==> src/rtl/rr_demux_dist.sv <==
// rtl/rr_demux_dist.sv - one-to-four demux with per-channel one-entry buffers, explicit or round-robin select
// Optional feature: define DEMUX_XFER_CNT_EN to add an 8-bit wrapping transfer counter on port cnt.
module rr_demux_dist #(
  parameter int W = 8
) (
  input  logic         clk,
  input  logic         rst_n,
  input  logic [W-1:0] a,
  input  logic         a_v,
  output logic         a_r,
  input  logic         mode,
  input  logic         s1,
  input  logic         s2,
  output logic [W-1:0] o1,
  output logic [W-1:0] o2,
  output logic [W-1:0] o3,
  output logic [W-1:0] o4,
  output logic         v1,
  output logic         v2,
  output logic         v3,
  output logic         v4,
  input  logic         r1,
  input  logic         r2,
  input  logic         r3,
  input  logic         r4,
`ifdef DEMUX_XFER_CNT_EN
  output logic [7:0]   cnt,
`endif
  output logic [1:0]   ptr
);

  logic [1:0]   tgt;
  logic [3:0]   full;
  logic [3:0]   rdy;
  logic [3:0]   load;
  logic [3:0]   drain;
  logic         xfer;
  logic [W-1:0] buf_q [4];

  assign rdy   = {r4, r3, r2, r1};
  assign drain = full & rdy;

  // Target channel: explicit select or the round-robin pointer, same cycle.
  always_comb begin
    tgt = mode ? ptr : {s1, s2};
  end

  // Ready looks only at the target buffer; a draining full buffer still accepts.
  assign a_r  = !full[tgt] | rdy[tgt];
  assign xfer = a_v & a_r;

  // One-hot load strobe for the channel receiving this cycle's word.
  always_comb begin
    load = '0;
    if (xfer) begin
      load[tgt] = 1'b1;
    end
  end

  // Per-channel buffers: a reload wins over a drain so the slot stays valid.
  always_ff @(posedge clk or negedge rst_n) begin
    if (!rst_n) begin
      full <= '0;
      for (int i = 0; i < 4; i++) begin
        buf_q[i] <= '0;
      end
    end else begin
      for (int i = 0; i < 4; i++) begin
        if (load[i]) begin
          buf_q[i] <= a;
          full[i]  <= 1'b1;
        end else if (drain[i]) begin
          full[i]  <= 1'b0;
        end
      end
    end
  end

  // Pointer advances only on transfers made in round-robin mode; otherwise held.
  always_ff @(posedge clk or negedge rst_n) begin
    if (!rst_n) begin
      ptr <= 2'd0;
    end else if (mode && xfer) begin
      ptr <= ptr + 2'd1;
    end
  end

`ifdef DEMUX_XFER_CNT_EN
  // Free-running count of accepted words, wrapping at 256.
  always_ff @(posedge clk or negedge rst_n) begin
    if (!rst_n) begin
      cnt <= 8'd0;
    end else if (xfer) begin
      cnt <= cnt + 8'd1;
    end
  end
`endif

  assign o1 = buf_q[0];
  assign o2 = buf_q[1];
  assign o3 = buf_q[2];
  assign o4 = buf_q[3];
  assign v1 = full[0];
  assign v2 = full[1];
  assign v3 = full[2];
  assign v4 = full[3];

endmodule

==> config.mk <==
export PLATFORM = sky130hd
export DESIGN_NAME = rr_demux_dist
export DESIGN_NICKNAME = d
export VERILOG_FILES = /design/src/rtl/rr_demux_dist.sv
export SDC_FILE = /design/constraint.sdc
export NUM_CORES = 1
export LEC_CHECK = 0
export ABC_CLOCK_PERIOD_IN_PS = 1300
export BUFFER_PORTS_ARGS = -buffer_cell sky130_fd_sc_hd__buf_2
export CORE_MARGIN = 2
export CORE_UTILIZATION = 44
export DETAILED_ROUTE_END_ITERATION = 10
export GPL_TIMING_DRIVEN = 1
export PLACE_DENSITY = 0.77
export SLEW_MARGIN = 20
export SYNTH_ARGS = -nofsm -noshare
export SYNTH_HDL_FRONTEND = slang
export SYNTH_SLANG_ARGS = --single-unit
==> constraint.sdc <==
create_clock -name clk -period 1.3 [get_ports clk]
set_input_delay 0.195 -clock clk [delete_from_list [all_inputs] [get_ports clk]]
set_output_delay 0.195 -clock clk [all_outputs]
set_load 0.01 [all_outputs]
==> results of run 1 <==
-- worst max path at each step --
stage / startpoint / end / slack (ns)
after global routing: ptr[1]$_DFFE_PN0P_ / a_r / -0.43
final: ptr[1]$_DFFE_PN0P_ / a_r / -0.37
after floorplan: ptr[1]$_DFFE_PN0P_ / o4[1]$_DFFE_PN0P_ / -0.06
after CTS: ptr[1]$_DFFE_PN0P_ / a_r / -0.38
after global placement: mode / o1[6]$_DFFE_PN0P_ / -0.20
after detailed placement: mode / a_r / -0.26
-- flip-flops by register name, summed over array words and instances, names as in the netlist --
| register | count |
|---|---|
| o1 | 8 |
| o3 | 8 |
| o2 | 8 |
| o4 | 8 |
| full | 4 |
| ptr | 2 |
-- area by class of cell --
class | count | area share
Clock buffer | 7 | 0.03789
Multi-Input combinational cell | 63 | 0.3284
Timing Repair Buffer | 72 | 0.1867
Clock inverter | 1 | 0.002197
Tap cell | 48 | 0.02636
Sequential cell | 38 | 0.4185
-- synthesized netlist by cell type --
| master | number |
|---|---|
| a21oi_1 | 1 |
| buf_4 | 1 |
| buf_6 | 1 |
| dfrtp_1 | 38 |
| mux2_1 | 3 |
| mux2_2 | 27 |
| mux2_4 | 4 |
| mux2i_1 | 3 |
| mux2i_4 | 2 |
| nand2_1 | 5 |
| nand2b_1 | 4 |
| nand3_1 | 1 |
| nand4_4 | 4 |
| nor2_1 | 1 |
| nor2b_1 | 1 |
| nor3_1 | 1 |
| o21ai_0 | 3 |
| o31ai_1 | 1 |
-- metrics by stage --
step / util / setup TNS [ns]
5_1_grt: 0.6319 / -8.890
2_1_floorplan: - / -1.363
4_1_cts: 0.6062 / -6.781
6_report: 0.6319 / -7.467
3_3_place_gp: 0.5472 / -4.933
3_5_place_dp: 0.5472 / -6.389
-- cells by family (layout without fill, tap and decap cells) --
group                  Yosys count  count (layout)
AO/OA/AOI/OAI                    5               5
flip-flops                      38              38
buffers and inverters            2              80
AND/OR/NAND/NOR                 17              19
multiplexers                    39              39
-- power by group --
part           switching (mW)  internal (mW)  total, mW
Clock                   0.387          0.427      0.815
Combinational            1.02           1.23       2.24
Sequential              0.325           1.75       2.08
Total                    1.73           3.41       5.13
-- what timing repair did --
| item | in CTS | in global routing |
|---|---|---|
| setup buffers | 7 | 4 |
| hold endpoints to repair | 38 | 0 |
| resized for setup | 9 | 14 |
| setup endpoints to repair | 34 | 37 |
| cloned | 2 | 0 |
| hold buffers | 1 | 0 |
| pin swaps | 3 | 1 |
-- metal layers --
metal,global-route usage,wire [um]
met5,0,0
met4,0.09309,51
met3,0.04688,188
met2,0.3229,2091
met1,0.2311,1523
-- worst register-to-register path: cells and delay by family, from the launching register on --
kind	cells	cell delay [ns]
mux	2	0.65
simple gates	1	0.16
buf+inv	2	0.28
flops	1	0.44
==> results.sh, run 1 <==
export IMPL_status="complete, but fails checks"
export IMPL_violations="setup timing"
export IMPL_hpwl_um=2404
export IMPL_yosysSeqAreaShare=0.5873
export IMPL_cp_num_cells=4
export IMPL_criticalPathCategory="flip-flop to output port"
export IMPL_min_to="o1[5]$_DFFE_PN0P_"
export IMPL_synth_cell_types=18
export IMPL_cts_tree="yes"
export IMPL_final_cell_mix="56 x buf_2, 36 x dfrtp_1, 19 x mux2_2, 15 x mux2_4, 10 x buf_4"
export IMPL_rsz0062_at_grt="true"
export IMPL_regArea_um2=953.4
export IMPL_dpl_cell_area_um2=1973
export IMPL_grt_overflow_total=0
export IMPL_worst_pin_slew_ns=0.4708
export IMPL_grt_usage=0.1920
export IMPL_power_density_nw_per_um2=2253
export IMPL_cp_buffers_inverters=1
export IMPL_drv_slew=0
export IMPL_dieWidth_um=64.66
export IMPL_holdPathStages=2
export IMPL_synth_area_leaders="dfrtp_1 59%, mux2_2 19%, nand4_4 5.3%"
export IMPL_hold_slack_ns=0.1856
export IMPL_fmax_mhz=597.8
export IMPL_slowest_delay_ns=0.44
export IMPL_relSlewSlack=0.6861
export IMPL_postSynthAreaPerCell_um2=16.03
export IMPL_fp_dieH_um=64.66
export IMPL_setup_violations=36
export IMPL_row_count=22
export IMPL_drt_total_wl_um=3854
export IMPL_fillers=296
export IMPL_grt_pass1_vias=1262
export IMPL_drc=0
export IMPL_skew_ns=0.004520
export IMPL_synth_compound_area_share=0.01700
export IMPL_place_congestion=0.7385
export IMPL_syn_inst=101
export IMPL_clk_latency_ns=0.29
export IMPL_grt_max_degree=39
export IMPL_h_tree_depth=2
export IMPL_p_total_mw=5.134
export IMPL_synth_top_family_by_area="multiplexers"
export IMPL_synth_top_area_share=0.5873
export IMPL_diodes=0
export IMPL_start_util=0.4490
export IMPL_reg2reg_slack_ns=-0.34
export IMPL_cp_required_ns=1.11
export IMPL_synth_simple_area_share=0.09196
export IMPL_synth_mux_area_frac=0.2921
export IMPL_syn_area_um2=1619
export IMPL_path_cells="mux2_4 > mux2i_2 > mux2i_1 > buf_2"
export IMPL_cts_buffers_inserted=5
export IMPL_critical_path_max_fanout=3
export IMPL_coreArea_um2=3606
export IMPL_port_buffers=56
export IMPL_worstHoldPathType="input pin to flip-flop"
export IMPL_vdd_ir_drop_worst_v=0.001192
export IMPL_ys_ff_latch=38
export IMPL_start_kind="flip-flop"
export IMPL_ant_nets=0
export IMPL_ys_warn_count=0
export IMPL_holdCritStartpoint="a[5]"
export IMPL_fin_crit_sh=1.287
export IMPL_antenna_found_initial=0
export IMPL_r2r_start="ptr[1]$_DFFE_PN0P_"
export IMPL_grt_pass1_wl_um=5989
export IMPL_clock_sinks=38
export IMPL_ff2ff_path_depth=5
export IMPL_placed_cells=207
export IMPL_min_period_ns=1.673
export IMPL_final_area_um2=2278
export IMPL_vias_per_cell=5.092
export IMPL_clkTransAtPathRegs_ns=0.07
export IMPL_final_common_cell="buf_2"
export IMPL_cts_root_buf="clkbuf_8"
export IMPL_finalWorstSetupSlack_ns=-0.3728
export IMPL_drt_wirelength_per_cell_um=16.83
export IMPL_final_layout_size_suffix_gt1_frac=0.6961
export IMPL_first_pass_iters=4
export IMPL_num_nets_final=198
export IMPL_drv_cap=0
export IMPL_vias=1166
export IMPL_leakagePower_nw=1.127
export IMPL_dieArea_um2=4181
export IMPL_syn_nets=119
export IMPL_final_cells=229
export IMPL_synth_fa_ha_area_frac=0
export IMPL_synthXorXnorAreaFrac=0
export IMPL_finalHoldViolCount=0
export IMPL_yosys_area_top_type="dfrtp_1"
export IMPL_synthToLayoutAreaGrowth_pct=40.73
export IMPL_drt_iter0_drc=41
export IMPL_path_delay_family="multiplexers"
export IMPL_multi_input_area_um2=748.2
export IMPL_clockBufferDepth=2
export IMPL_slowest_stage="dfrtp_2"
export IMPL_arrival_ns=1.48
export IMPL_reg2reg_to="o3[5]$_DFFE_PN0P_"
export IMPL_io_pins=57
export IMPL_pre_cts_ws_ns=-0.2584
export IMPL_cp_end_kind="output port"
Power figures use the tool's default switching activity.
==> run 2, diff against run 1 <==
- ABC_CLOCK_PERIOD_IN_PS: 1300 -> 1800
- CORE_UTILIZATION: 44 -> 45
- PLACE_DENSITY: 0.77 -> 0.75
- clock period: 1.3 -> 1.8 ns (I/O delays scaled with it)
==> run 2 against run 1 <==
The run now ends clean. Power down 36%. First-iteration DRC count down 22%. Wire length down 12%. Combinational power down 39%. Clock skew up 0.00067 ns. Critical path depth unchanged. Global-route usage down 0.50 points. Register-to-register slack better by 0.58 ns. Sequential share of layout area up 4.8 points. Worst hold slack worse by 0.18 ns. Via count down 6.3%. Sequential power down 28%. Critical endpoint unchanged.
==> results.sh, run 2 (synthesized netlist as in run 1, its figures left out) <==
export IMPL_clk_latency_ns=0.33
export IMPL_skew_ns=0.005192
export IMPL_cp_buffers_inverters=1
export IMPL_fillers=280
export IMPL_h_tree_depth=2
export IMPL_clockBufferDepth=2
export IMPL_r2r_start="ptr[1]$_DFFE_PN0P_"
export IMPL_drt_iter0_drc=32
export IMPL_antenna_found_initial=0
export IMPL_final_area_um2=2041
export IMPL_grt_overflow_total=0
export IMPL_clock_sinks=38
export IMPL_dpl_cell_area_um2=1938
export IMPL_cp_required_ns=1.53
export IMPL_hold_buffers=0
export IMPL_ff2ff_path_depth=4
export IMPL_power_density_nw_per_um2=1618
export IMPL_tns_ns=0
export IMPL_path_delay_family="multiplexers"
export IMPL_place_congestion=0.8487
export IMPL_reg2reg_to="o3[4]$_DFFE_PN0P_"
export IMPL_pre_cts_ws_ns=0.1231
export IMPL_vdd_ir_drop_worst_v=0.0008602
export IMPL_cts_root_buf="clkbuf_4"
export IMPL_final_common_cell="buf_2"
export IMPL_num_nets_final=185
export IMPL_reg2reg_slack_ns=0.24
export IMPL_synthToLayoutAreaGrowth_pct=26.04
export IMPL_multi_input_area_um2=653.1
export IMPL_min_period_ns=1.776
export IMPL_drv_slew=0
export IMPL_first_pass_iters=3
export IMPL_setup_violations=0
export IMPL_start_util=0.4777
export IMPL_arrival_ns=1.51
export IMPL_crit_path_end="a_r"
export IMPL_start_kind="flip-flop"
export IMPL_drt_wirelength_per_cell_um=15.84
export IMPL_slowest_delay_ns=0.45
export IMPL_port_buffers=56
export IMPL_row_count=21
export IMPL_grt_usage=0.1870
export IMPL_slowest_stage="dfrtp_2"
export IMPL_fin_crit_sh=0.9865
export IMPL_worstHoldPathType="input pin to asynchronous set/reset pin"
export IMPL_relSlewSlack=0.4651
export IMPL_clkTransAtPathRegs_ns=0.10
export IMPL_hold_slack_ns=0.008756
export IMPL_dieArea_um2=4093
export IMPL_final_layout_size_suffix_gt1_frac=0.6369
export IMPL_criticalPathCategory="flip-flop to output port"
export IMPL_rsz0062_at_grt="true"
export IMPL_worst_pin_slew_ns=0.8023
export IMPL_grt_pass1_wl_um=5685
export IMPL_drt_total_wl_um=3390
export IMPL_critical_path_max_fanout=3
export IMPL_cts_tree="yes"
export IMPL_ant_nets=0
export IMPL_final_cell_mix="56 x buf_2, 37 x dfrtp_1, 27 x mux2_2"
export IMPL_leakagePower_nw=0.9942
export IMPL_regArea_um2=952.2
export IMPL_dieWidth_um=63.98
export IMPL_vias_per_cell=5.103
export IMPL_vias=1092
export IMPL_grt_pass1_vias=1164
export IMPL_drv_cap=0
export IMPL_diodes=0
export IMPL_io_pins=57
export IMPL_fp_dieH_um=63.98
export IMPL_path_cells="mux2_4 > mux2i_2 > mux2i_1 > buf_2"
export IMPL_cts_buffers_inserted=5
export IMPL_finalWorstSetupSlack_ns=0.02422
export IMPL_coreArea_um2=3390
export IMPL_cp_end_kind="output port"
export IMPL_cp_num_cells=4
export IMPL_status="finished, final reports clean"
export IMPL_finalHoldViolCount=0
export IMPL_fmax_mhz=563.1
export IMPL_drc=0
export IMPL_crit_start="ptr[1]$_DFFE_PN0P_"
export IMPL_grt_max_degree=39
export IMPL_hpwl_um=2402
[run 2: worst min path at each step]
stage           from                   to  slack [ns]  cells past startpoint
2_1_floorplan  rst_n  full[0]$_DFFE_PN0P_       -0.03                      0
3_3_place_gp   rst_n   ptr[0]$_DFFE_PN0P_        0.40                      1
3_5_place_dp   rst_n   ptr[0]$_DFFE_PN0P_        0.40                      1
4_1_cts        rst_n    o2[0]$_DFFE_PN0P_        0.03                      1
5_1_grt        rst_n  full[1]$_DFFE_PN0P_        0.06                      1
6_report       rst_n   ptr[0]$_DFFE_PN0P_       0.009                      1
[run 2: per-stage QoR]
step                utilization  total power, mW  instances
floorplan                     -            2.239        101
global placement         0.5718            2.759        201
detailed placement       0.5718            2.825        201
CTS                      0.5987            3.334        213
global route             0.6021            3.527        214
finish                   0.6021            3.303        214
[run 2: worst reg2reg max path: stages, from the launching register on]
cell     delay [ns]
dfrtp_2        0.45
mux2_4         0.29
buf_4          0.17
nand4_4        0.17
mux2_2         0.37
[run 2: cell type report]
type | count | share of cell area
sequential | 38 | 0.4666
multi-input combinational | 61 | 0.3200
timing repair buffer | 61 | 0.1557
tap | 46 | 0.02820
clock buffer | 7 | 0.02698
clock inverter | 1 | 0.002452
[run 2: per-layer routing]
metal	track usage	wire, um	vias to the layer above
li1	-	-	497
met1	0.2285	1413	547
met2	0.3125	1662	43
met3	0.06338	267	5
met4	0.05707	47	0
met5	0	0	-
[run 2: power breakdown]
part | leakage (nW) | switching, mW | total [mW] | internal (mW)
Combinational | 0.504 | 0.656 | 1.37 | 0.710
Sequential | 0.455 | 0.228 | 1.49 | 1.26
Clock | 0.0353 | 0.261 | 0.451 | 0.189
[run 2: repair_timing]
| item | 4_1_cts | 5_1_grt |
|---|---|---|
| gates cloned | 0 | 0 |
| buffers inserted | 4 | 1 |
| gates resized for setup | 1 | 1 |
| endpoints found under the hold margin | 0 | 0 |
| endpoints found under the setup margin | 1 | 1 |
